## src/rtl/hazard_pkg.sv

```systemverilog
// Shared types for the hazard / forwarding controller.
//   fwd_sel_t  : EX operand mux select (RF, EX/MEM, MEM/WB, PC/imm)
//   hz_state_t : load-use stall FSM states
//   slot_t     : one in-flight instruction tracked by the scoreboard
package hazard_pkg;

  // Slot rd storage is fixed-width; narrower register addresses are zero-extended.
  localparam int SLOT_RD_W = 8;
  // Remaining-stall counter width; covers LOAD_STALL up to 3.
  localparam int HOLD_W    = 2;

  typedef enum logic [1:0] {
    FWD_RF    = 2'b00,
    FWD_EXMEM = 2'b01,
    FWD_MEMWB = 2'b10,
    FWD_ALT   = 2'b11
  } fwd_sel_t;

  typedef enum logic {
    IDLE  = 1'b0,
    STALL = 1'b1
  } hz_state_t;

  typedef struct packed {
    logic                 valid;
    logic [SLOT_RD_W-1:0] rd;
    logic                 wr_en;
    logic                 is_load;
  } slot_t;

  // Slot produces a value for register rs.
  function automatic logic slot_hit(slot_t s, logic [SLOT_RD_W-1:0] rs);
    return s.valid & s.wr_en & (s.rd == rs);
  endfunction

endpackage

```

## src/rtl/hazard_forward_unit_fwd_select.sv

```systemverilog
// Per-operand forwarding select (combinational).
//   rs_i/used_i/alt_i      : operand source register, read flag, PC/imm flag
//   ex_slot_i/mem_slot_i   : scoreboard slots of the two forwardable producers
//   sel_o                  : mux select for this operand
//   ex_load_hit_o          : operand depends on a load still in EX (load-use)
module fwd_select
  import hazard_pkg::*;
#(
  parameter int REG_ADDR_W = 4
) (
  input  logic [REG_ADDR_W-1:0] rs_i,
  input  logic                  used_i,
  input  logic                  alt_i,
  input  slot_t                 ex_slot_i,
  input  slot_t                 mem_slot_i,
  output fwd_sel_t              sel_o,
  output logic                  ex_load_hit_o
);

  logic                 reads;
  logic                 ex_hit;
  logic                 mem_hit;
  logic [SLOT_RD_W-1:0] rs_ext;

  assign rs_ext = SLOT_RD_W'(rs_i);
  // r0 is hardwired zero, so it never depends on a producer.
  assign reads  = used_i & ~alt_i & (rs_i != '0);
  assign ex_hit  = reads & slot_hit(ex_slot_i, rs_ext);
  assign mem_hit = reads & slot_hit(mem_slot_i, rs_ext);
  assign ex_load_hit_o = ex_hit & ex_slot_i.is_load;

  // EX holds the newest producer, so it wins over MEM.
  always_comb begin
    sel_o = FWD_RF;
    if (alt_i)        sel_o = FWD_ALT;
    else if (ex_hit)  sel_o = FWD_EXMEM;
    else if (mem_hit) sel_o = FWD_MEMWB;
  end

endmodule

```

## src/rtl/hazard_forward_unit.sv

```systemverilog
// Hazard and forwarding controller for the 5-stage pipeline.
//   clk, rst_n                 : clock, async active-low reset
//   id_*                       : decoded info of the instruction in ID
//   flush                      : taken branch/jump, kills ID and EX
//   stall_if_id, bubble_ex     : hold PC/IF-ID, insert NOP into ID/EX
//   fwd_a_sel, fwd_b_sel       : registered EX operand mux selects
//   stall_cycles               : saturating count of stalled cycles
module hazard_forward_unit
  import hazard_pkg::*;
#(
  parameter int REG_ADDR_W = 4,
  parameter int LOAD_STALL = 1,
  parameter int CNT_W      = 16
) (
  input  logic                  clk,
  input  logic                  rst_n,
  input  logic                  id_valid,
  input  logic [REG_ADDR_W-1:0] id_rs1,
  input  logic [REG_ADDR_W-1:0] id_rs2,
  input  logic                  id_rs1_used,
  input  logic                  id_rs2_used,
  input  logic                  id_alt_a,
  input  logic                  id_alt_b,
  input  logic [REG_ADDR_W-1:0] id_rd,
  input  logic                  id_wr_en,
  input  logic                  id_is_load,
  input  logic                  flush,
  output logic                  stall_if_id,
  output logic                  bubble_ex,
  output logic [1:0]            fwd_a_sel,
  output logic [1:0]            fwd_b_sel,
  output logic [CNT_W-1:0]      stall_cycles
);

  localparam logic [HOLD_W-1:0] HOLD_INIT = HOLD_W'(LOAD_STALL - 1);

  slot_t             ex_q, mem_q, wb_q, ex_d;
  hz_state_t         state_q, state_d;
  logic [HOLD_W-1:0] hold_q, hold_d;
  logic [CNT_W-1:0]  cnt_q;
  fwd_sel_t          fwd_a_q, fwd_b_q;
  fwd_sel_t          sel_a, sel_b;
  logic              a_ld_hit, b_ld_hit;
  logic              hazard, stall, issue;

  fwd_select #(.REG_ADDR_W(REG_ADDR_W)) u_fwd_a (
    .rs_i          (id_rs1),
    .used_i        (id_rs1_used),
    .alt_i         (id_alt_a),
    .ex_slot_i     (ex_q),
    .mem_slot_i    (mem_q),
    .sel_o         (sel_a),
    .ex_load_hit_o (a_ld_hit)
  );

  fwd_select #(.REG_ADDR_W(REG_ADDR_W)) u_fwd_b (
    .rs_i          (id_rs2),
    .used_i        (id_rs2_used),
    .alt_i         (id_alt_b),
    .ex_slot_i     (ex_q),
    .mem_slot_i    (mem_q),
    .sel_o         (sel_b),
    .ex_load_hit_o (b_ld_hit)
  );

  assign hazard = id_valid & (a_ld_hit | b_ld_hit);

  // The hazard cycle itself is the first stall cycle; STALL covers the
  // remaining LOAD_STALL-1. Once the count is spent, STALL behaves like IDLE
  // against the now-updated slots, so a load-use costs exactly LOAD_STALL.
  always_comb begin
    state_d = state_q;
    hold_d  = hold_q;
    stall   = 1'b0;
    if (flush) begin
      state_d = IDLE;
      hold_d  = '0;
    end else begin
      unique case (state_q)
        IDLE: begin
          if (hazard) begin
            stall   = 1'b1;
            state_d = STALL;
            hold_d  = HOLD_INIT;
          end
        end
        STALL: begin
          if (hold_q != '0) begin
            stall  = 1'b1;
            hold_d = hold_q - 1'b1;
          end else if (hazard) begin
            stall  = 1'b1;
            hold_d = HOLD_INIT;
          end else begin
            state_d = IDLE;
          end
        end
        default: state_d = IDLE;
      endcase
    end
  end

  assign issue = id_valid & ~stall & ~flush;

  always_comb begin
    ex_d = '0;
    if (issue) begin
      ex_d.valid   = 1'b1;
      ex_d.rd      = SLOT_RD_W'(id_rd);
      ex_d.wr_en   = id_wr_en;
      ex_d.is_load = id_is_load;
    end
  end

  always_ff @(posedge clk or negedge rst_n) begin
    if (!rst_n) begin
      ex_q    <= '0;
      mem_q   <= '0;
      wb_q    <= '0;
      state_q <= IDLE;
      hold_q  <= '0;
      fwd_a_q <= FWD_RF;
      fwd_b_q <= FWD_RF;
      cnt_q   <= '0;
    end else begin
      ex_q    <= ex_d;
      mem_q   <= ex_q;
      // WB is tracked for completeness only; the write-first register file
      // already covers that distance.
      wb_q    <= mem_q;
      state_q <= state_d;
      hold_q  <= hold_d;
      fwd_a_q <= issue ? sel_a : FWD_RF;
      fwd_b_q <= issue ? sel_b : FWD_RF;
      if (stall && (cnt_q != '1)) cnt_q <= cnt_q + 1'b1;
    end
  end

  assign stall_if_id  = stall;
  assign bubble_ex    = stall;
  assign fwd_a_sel    = fwd_a_q;
  assign fwd_b_sel    = fwd_b_q;
  assign stall_cycles = cnt_q;

endmodule

```

## config.mk

```make
export PLATFORM = sky130hd
export DESIGN_NAME = hazard_forward_unit
export DESIGN_NICKNAME = d
export VERILOG_FILES = /design/src/rtl/hazard_pkg.sv /design/src/rtl/hazard_forward_unit_fwd_select.sv /design/src/rtl/hazard_forward_unit.sv
export SDC_FILE = /design/constraint.sdc
export NUM_CORES = 1
export LEC_CHECK = 0
export BUFFER_PORTS_ARGS = -buffer_cell sky130_fd_sc_hd__buf_4
export CORE_MARGIN = 2
export CORE_UTILIZATION = 57
export DETAILED_ROUTE_END_ITERATION = 10
export PLACE_DENSITY = 0.84
export REMOVE_ABC_BUFFERS = 1
export SYNTH_ARGS = -nofsm -noshare
export SYNTH_HDL_FRONTEND = slang
export SYNTH_HIERARCHICAL = 1
export SYNTH_SLANG_ARGS = --single-unit
```

## constraint.sdc

```tcl
create_clock -name clk -period 4.96 [get_ports clk]
set_clock_uncertainty 0.15 [all_clocks]
set_input_delay 0.496 -clock clk [delete_from_list [all_inputs] [get_ports clk]]
set_output_delay 0.496 -clock clk [all_outputs]
set_load 0.01 [all_outputs]
```

Word-level counts from Yosys, hierarchy flattened
Cells that the tools add are included.

Flip-flop bits (word level): 44. Latch bits: 0. RAM bits: 0. Bits in read-only memories: 0. Input port bits: 22. Output and inout port bits: 22. Logic and storage cells: 65. Memories: 0.

Add/subtract/negate cells: 2. $mul: 0. Divide/modulo/power cells: 0. Order comparisons: 0. Eq/ne operators: 5. Shift operators: 0. Muxes and demuxes: 17. Bitwise gates (word level): 25. Reduce and logical (&&, ||, !) cells: 4.

Operator list (number): $eq A8 B4 Y1 (4); $mux W2 (11); $and A1 B1 Y1 (19); $add A16 B1 Y16 const B (1); $ne A16 B16 Y1 const B (1); $mux W11 (1); $reduce_bool A4 Y1 (2); $not A1 Y1 (5); $pmux W2 S2 (1); $mux W1 (3); $pmux W1 S2 (1); $reduce_bool A2 Y1 (1); $sub A2 B1 Y2 const B (1); $logic_and A1 B1 Y1 (1); $or A1 B1 Y1 (1).

Depth between registers and ports, before layout
Gate-level depths: netlist of run 1.

Depth after elaboration: 15. Mapped depth: 9.

By module
Netlist of run 1, hierarchy kept.

By module, submodules not included: hazard_forward_unit (instances 1, cells an instance 120, area an instance 1520.2 sq um, sequential area each 925.9 sq um); fwd_select (instances 2, cells an instance 22, area an instance 157.7 sq um, sequential area each 0.0 sq um).

Worst setup path after synthesis of run 1
Ideal clock, no wire load.

Path kind: input to output. Start point: input port id_rs2[2]. End point: output port stall_if_id. Data arrival time: 1.875 ns. Path slack: 2.439 ns. Stages on the path: 8. Path through: or4_1 -> nand3b_1 -> or3_4 -> nor2_1 -> nor2_1 -> o22ai_4 -> buf_6 -> buf_4.

Cells in the longest elaborated chain, start to end: 10.

Ends and longest elaborated chain: start, declared (RTL line hazard_forward_unit.sv:19) `input logic [REG_ADDR_W-1:0] id_rs2,`; $eq A8 B4 Y1 / $reduce_bool A4 Y1 (equally long branches) (RTL line hazard_pkg.sv:33, hazard_forward_unit_fwd_select.sv:27); $and A1 B1 Y1 (on tied branches) (RTL line hazard_pkg.sv:33, hazard_forward_unit_fwd_select.sv:27); $and A1 B1 Y1 * (RTL line hazard_forward_unit_fwd_select.sv:28) `assign ex_hit = reads & slot_hit(ex_slot_i, rs_ext);`; $and A1 B1 Y1 * (RTL line hazard_forward_unit_fwd_select.sv:30) `assign ex_load_hit_o = ex_hit & ex_slot_i.is_load;`; named net b_ld_hit (RTL line hazard_forward_unit.sv:43) `logic a_ld_hit, b_ld_hit;`; $or A1 B1 Y1 * (RTL line hazard_forward_unit.sv:66) `assign hazard = id_valid & (a_ld_hit | b_ld_hit);`; $and A1 B1 Y1 * (RTL line hazard_forward_unit.sv:66); $mux W1 * (RTL line hazard_forward_unit.sv:81, hazard_forward_unit.sv:91); $mux W1 (RTL line hazard_forward_unit.sv:88) `if (hold_q != '0) begin`; $pmux W1 S2 * (RTL line hazard_forward_unit.sv:79) `unique case (state_q)`; $mux W1 * (RTL line hazard_forward_unit.sv:75) `if (flush) begin`; end, declared (RTL line hazard_forward_unit.sv:28) `output logic stall_if_id,`.

The timed path passes the listed nets; every way through them passes the cells marked *.

Worst setup path after layout of run 1
Start point: register ex_q[2] (netlist name). End point: output port stall_if_id.

Cells in the longest elaborated chain, start to end: 10.

Ends and longest elaborated chain: start, declared (RTL line hazard_forward_unit.sv:37) `slot_t ex_q, mem_q, wb_q, ex_d;`; start signal, assigned (RTL line hazard_forward_unit.sv:117) `ex_q <= '0;`; start signal, assigned (RTL line hazard_forward_unit.sv:126) `ex_q <= ex_d;`; $eq A8 B4 Y1 * (RTL line hazard_pkg.sv:33) `return s.valid & s.wr_en & (s.rd == rs);`; $and A1 B1 Y1 * (RTL line hazard_pkg.sv:33); $and A1 B1 Y1 * (RTL line hazard_forward_unit_fwd_select.sv:28); $and A1 B1 Y1 * (RTL line hazard_forward_unit_fwd_select.sv:30); named net b_ld_hit (RTL line hazard_forward_unit.sv:43); $or A1 B1 Y1 * (RTL line hazard_forward_unit.sv:66); $and A1 B1 Y1 * (RTL line hazard_forward_unit.sv:66); $mux W1 * (RTL line hazard_forward_unit.sv:81, hazard_forward_unit.sv:91); $mux W1 (RTL line hazard_forward_unit.sv:88); $pmux W1 S2 * (RTL line hazard_forward_unit.sv:79); $mux W1 * (RTL line hazard_forward_unit.sv:75).

Marks and branches as above.

==> results of run 1 <==
[cell type report]
class | count | area, um2 | area share
clock inverters | 3 | 23.8 | 0.0104
well taps | 44 | 55.1 | 0.0241
inverters | 4 | 15.0 | 0.00658
clock buffers | 5 | 37.5 | 0.0165
repair buffers | 44 | 333 | 0.146
multi-input cells | 134 | 916 | 0.402
flip-flops and latches | 36 | 901 | 0.395
[registers in the layout (all words and copies together), names as in the netlist]
name	cells
ex_q	7
hold_q	2
fwd_a_sel	2
stall_cycles	16
mem_q	6
fwd_b_sel	2
state_q	1
[placed cells by master, fill, tap and decap left out, types with 2 or more instances in the layout]
master	n
or4_1	2
clkinvlp_4	2
xnor2_1	30
a21o_1	2
dfrtp_1	36
and2_1	11
nor3_1	2
nor2_1	8
nand4_1	9
and4_2	2
nor4_1	5
nand2b_1	2
buf_4	43
nand4b_1	2
nand3_1	14
nand2_1	5
inv_1	4
clkbuf_4	5
and2_2	2
or3_4	2
nand3b_1	4
conb_1	16
[final timing paths]
| check | slack, ps | end | startpoint |
|---|---|---|---|
| max | 1960 | stall_if_id | ex_q[2] |
| min | 200 | ex_q[0] | id_is_load |
| max reg2reg | 2510 | stall_cycles[1] | ex_q[2] |
| min reg2reg | 270 | mem_q[1] | ex_q[1] |
| max in group asynchronous | 3870 | state_q | rst_n |
| min in group asynchronous | 460 | fwd_b_sel[0] | rst_n |
[stage by stage]
stage          setup WS, ps  cells  instance area (um2)
3_3_place_gp           2220    261                 2210
4_1_cts                1960    270                 2280
2_1_floorplan          2610    174                 1830
5_1_grt                1750    270                 2280
6_report               1960    270                 2280
3_5_place_dp           2170    261                 2210
[worst reg2reg max path: cells and delay by family (launching register included)]
family	cells	cell delay, ps
simple gates	5	840
flops	1	440
compound gates	1	430
xor+xnor	1	190
mux	1	290
[power breakdown]
group	switching (mW)	internal (mW)	total, mW	leakage (nW)
combinational	0.0232	0.0258	0.0490	0.532
sequential	0.00469	0.299	0.304	0.487
clock	0.101	0.0557	0.157	0.0274
total	0.129	0.381	0.510	1.05
[metal layers]
| layer | GRT usage | vias up |
|---|---|---|
| met2 | 0.370 | 50 |
| met5 | 0 | - |
| met4 | 0.0698 | 0 |
| met3 | 0.0832 | 9 |
| li1 | - | 680 |
| met1 | 0.301 | 669 |
==> impl_metrics.env, run 1 <==
export IMPL_met2_length_mm=1.78
export IMPL_drc=0
export IMPL_setup_viol=0
export IMPL_relSlewSlack=0.611
export IMPL_firstDrtPassIters=4
export IMPL_clock_latency_ps=340
export IMPL_period_minus_slack_ps=3000
export IMPL_yosysWarnings=6
export IMPL_crit_slowest_cell="dfrtp_1"
export IMPL_grt_start_max_net_pins=37
export IMPL_highest_layer="met4"
export IMPL_core_um2=3030
export IMPL_slew_violations=0
export IMPL_timing_fmax_mhz=333
export IMPL_whs_path_depth=2
export IMPL_timing_hold_ws_ps=200
export IMPL_antenna_cells=0
export IMPL_grt_first_pass_wirelength_mm=6.07
export IMPL_crit_chain="xnor2_1, nand4_1, or3_4, nor2_1, nor2_1, o22ai_4, buf_4"
export IMPL_start_util=0.598
export IMPL_tightest_slew_ps=581
export IMPL_die_x_um=60.4
export IMPL_maxCapViolCount=0
export IMPL_wire_per_inst_um=13.5
export IMPL_overflow=0
export IMPL_clk_pin_slew_ps=120
export IMPL_crit_buf_inv=1
export IMPL_rsz0062_at_grt="no"
export IMPL_finish_net_count=248
export IMPL_run_status="finished, final reports clean"
export IMPL_portBuffers=43
export IMPL_drive_gt1_frac=0.283
export IMPL_antenna_found_initial=0
export IMPL_grt_pass1_vias=1321
export IMPL_hold_path_class="in2reg"
export IMPL_post_cts_buffers=0
export IMPL_design_power_total_mw=0.510
export IMPL_cts_root_buf="clkbuf_4"
export IMPL_powerDensity_nw_per_um2=224
export IMPL_utilization=0.753
export IMPL_vdd_drop_max_uv=191
export IMPL_die_area_um2=3640
export IMPL_met1_length_mm=1.60
export IMPL_crit_required_ps=4310
export IMPL_crit_top_cell="nor2_1"
export IMPL_p_leak_nw=1.05
export IMPL_worst_setup_path_start_kind="flip-flop"
export IMPL_io_pins=44
export IMPL_fin_tns_setup_ps=0
export IMPL_ant_nets=0
export IMPL_crit_family="simple AND/OR/NAND/NOR gates"
export IMPL_crit_cells=7
export IMPL_reg2reg_depth=8
export IMPL_syn2layout_area_growth_pct=26.0
export IMPL_nFillCells=203
export IMPL_vias=1408
export IMPL_rows=20
export IMPL_htree_levels=2
export IMPL_cts_buffer_depth=2
export IMPL_syn_avg_cell_area_um2=11.1
export IMPL_met3WireLength_um=194
export IMPL_cts_tree="yes"
export IMPL_critPathKind="reg2out"
export IMPL_syn_instance_count=163
export IMPL_cts_hold_buf=1
export IMPL_netlist_area_um2=1810
export IMPL_cts_sinks=36
export IMPL_via_per_inst=5.21
export IMPL_slowest_delay_ps=440
export IMPL_arrival_ps=2350
export IMPL_dp_hpwl_mm=2.60
export IMPL_dr_first_iter_drc_count=73
export IMPL_cp_end_kind="output port"
export IMPL_cts_resized_gates=0
export IMPL_place_gp_congestion=0.864
export IMPL_grt_usage=0.232
export IMPL_cts_made_buffers=5
export IMPL_crit_fanout=18
export IMPL_finalHoldViolCount=0
export IMPL_timing_final_crit_share=0.605
export IMPL_drt_total_wl_mm=3.64
export IMPL_die_y_um=60.4
Power figures use the tool's default switching activity.
==> inputs of run 2 (changes only) <==
Settings changed: ABC_AREA set to 1, CORE_UTILIZATION 57 to 56, PLACE_DENSITY 0.84 to 0.8.
Clock period 4.96 ns to 2.85 ns, I/O delays scaled along.
==> impl_metrics.env, run 2 <==
export IMPL_core_um2=4030
export IMPL_syn_instance_count=369
export IMPL_place_gp_congestion=0.879
export IMPL_timing_hold_ws_ps=65.8
export IMPL_io_pins=44
export IMPL_powerDensity_nw_per_um2=354
export IMPL_final_cell_mix="141 x nand2_1, 62 x inv_1, 55 x nor2_1"
export IMPL_die_area_um2=4740
export IMPL_period_minus_slack_ps=2220
export IMPL_p_leak_nw=1.60
export IMPL_finalHoldViolCount=0
export IMPL_cts_root_buf="clkbuf_8"
export IMPL_antenna_cells=0
export IMPL_cp_end_kind="output port"
export IMPL_cts_resized_gates=0
export IMPL_grt_usage=0.241
export IMPL_utilization=0.710
export IMPL_fin_tns_setup_ps=0
export IMPL_ant_nets=0
export IMPL_r2r_start="ex_q[5]"
export IMPL_firstDrtPassIters=4
export IMPL_final_cells=482
export IMPL_dp_hpwl_mm=3.74
export IMPL_maxCapViolCount=0
export IMPL_run_status="finished, final reports clean"
export IMPL_stdcell_area_um2=2860
export IMPL_hold_path_class="in2reg"
export IMPL_grt_first_pass_wirelength_mm=8.54
export IMPL_overflow=0
export IMPL_die_x_um=68.9
export IMPL_rows=23
export IMPL_wire_per_inst_um=10.1
export IMPL_reg2reg_depth=12
export IMPL_grt_pass1_vias=2119
export IMPL_drt_total_wl_mm=4.87
export IMPL_cts_sinks=36
export IMPL_crit_required_ps=2410
export IMPL_setup_viol=0
export IMPL_yosysWarnings=6
export IMPL_holdPathEnd="ex_q[4]"
export IMPL_cts_buffer_depth=2
export IMPL_rr_endpoint="stall_cycles[3]"
export IMPL_clock_latency_ps=280
export IMPL_critPathKind="reg2out"
export IMPL_clk_pin_slew_ps=70
export IMPL_rsz0062_at_grt="no"
export IMPL_design_power_total_mw=1.01
export IMPL_largest_reg_flops=16
export IMPL_grt_start_max_net_pins=37
export IMPL_syn_avg_cell_area_um2=6.38
export IMPL_via_per_inst=4.66
export IMPL_vdd_drop_max_uv=208
export IMPL_antenna_found_initial=0
export IMPL_setup_ws_ps=627
export IMPL_dp_slack_ps=732
export IMPL_syn2layout_area_growth_pct=21.3
export IMPL_arrival_ps=1790
export IMPL_die_y_um=68.9
export IMPL_cts_tree="yes"
export IMPL_ff2ff_setup_slack_ps=710
export IMPL_vias=2246
export IMPL_hold_path_startpoint="id_rd[2]"
export IMPL_timing_fmax_mhz=450
export IMPL_placed_area_um2=2770
export IMPL_slew_violations=0
export IMPL_worst_setup_path_start_kind="flip-flop"
export IMPL_layout_commonest_cell="nand2_1"
export IMPL_place_inst=474
export IMPL_dr_first_iter_drc_count=114
export IMPL_cts_made_buffers=5
export IMPL_timing_final_crit_share=0.780
export IMPL_crit_fanout=7
export IMPL_drive_gt1_frac=0.190
export IMPL_drc=0
export IMPL_netlist_area_um2=2360
export IMPL_finish_net_count=455
export IMPL_setup_worst_path_start="ex_q[4]"
export IMPL_start_util=0.585
export IMPL_portBuffers=43
export IMPL_htree_levels=2
export IMPL_whs_path_depth=3
[run 2: per-layer routing]
metal	wire, um	up-vias	share of wire	global-route usage
met2	2440	47	0.50	0.427
met3	232	7	0.048	0.0568
met4	70	0	0.014	0.0931
met1	2130	991	0.44	0.281
li1	-	1201	-	-
met5	0	-	0	0
[run 2: timing repair]
action,4_1_cts,5_1_grt
endpoints found under the hold margin,36,0
hold buffers,1,0
setup buffers,0,0
[run 2: how the worst max path moves through the flow]
| stage | endpoint | slack [ps] | depth (start not counted) |
|---|---|---|---|
| after floorplan | stall_cycles[10] | 640 | 12 |
| after global placement | ex_q[5] | 800 | 12 |
| after detailed placement | stall_cycles[2] | 730 | 12 |
| after CTS | bubble_ex | 610 | 10 |
| after global routing | stall_if_id | 380 | 10 |
| final | bubble_ex | 630 | 10 |
[run 2: area by class of cell]
class / instances / area, um2
multi-input combinational: 274 / 1210
fill: 375 / 1170
sequential: 36 / 901
timing repair buffer: 45 / 340
inverter: 70 / 263
clock buffer: 6 / 72.6
tap: 50 / 62.6
clock inverter: 1 / 5.00
[run 2: critical path, stage by stage (launching register included)]
cell	delay (ps)
dfrtp_1	450
inv_1	80
o211ai_1	190
nor2_1	60
nand3_1	80
nor2_1	40
o21ai_0	180
nand2_1	70
nand2_1	110
inv_1	80
buf_4	150
[run 2: report_power, final]
part	switching, mW	internal [mW]	total, mW
logic	0.0760	0.0568	0.133
clock network	0.174	0.166	0.340
registers	0.0141	0.525	0.539
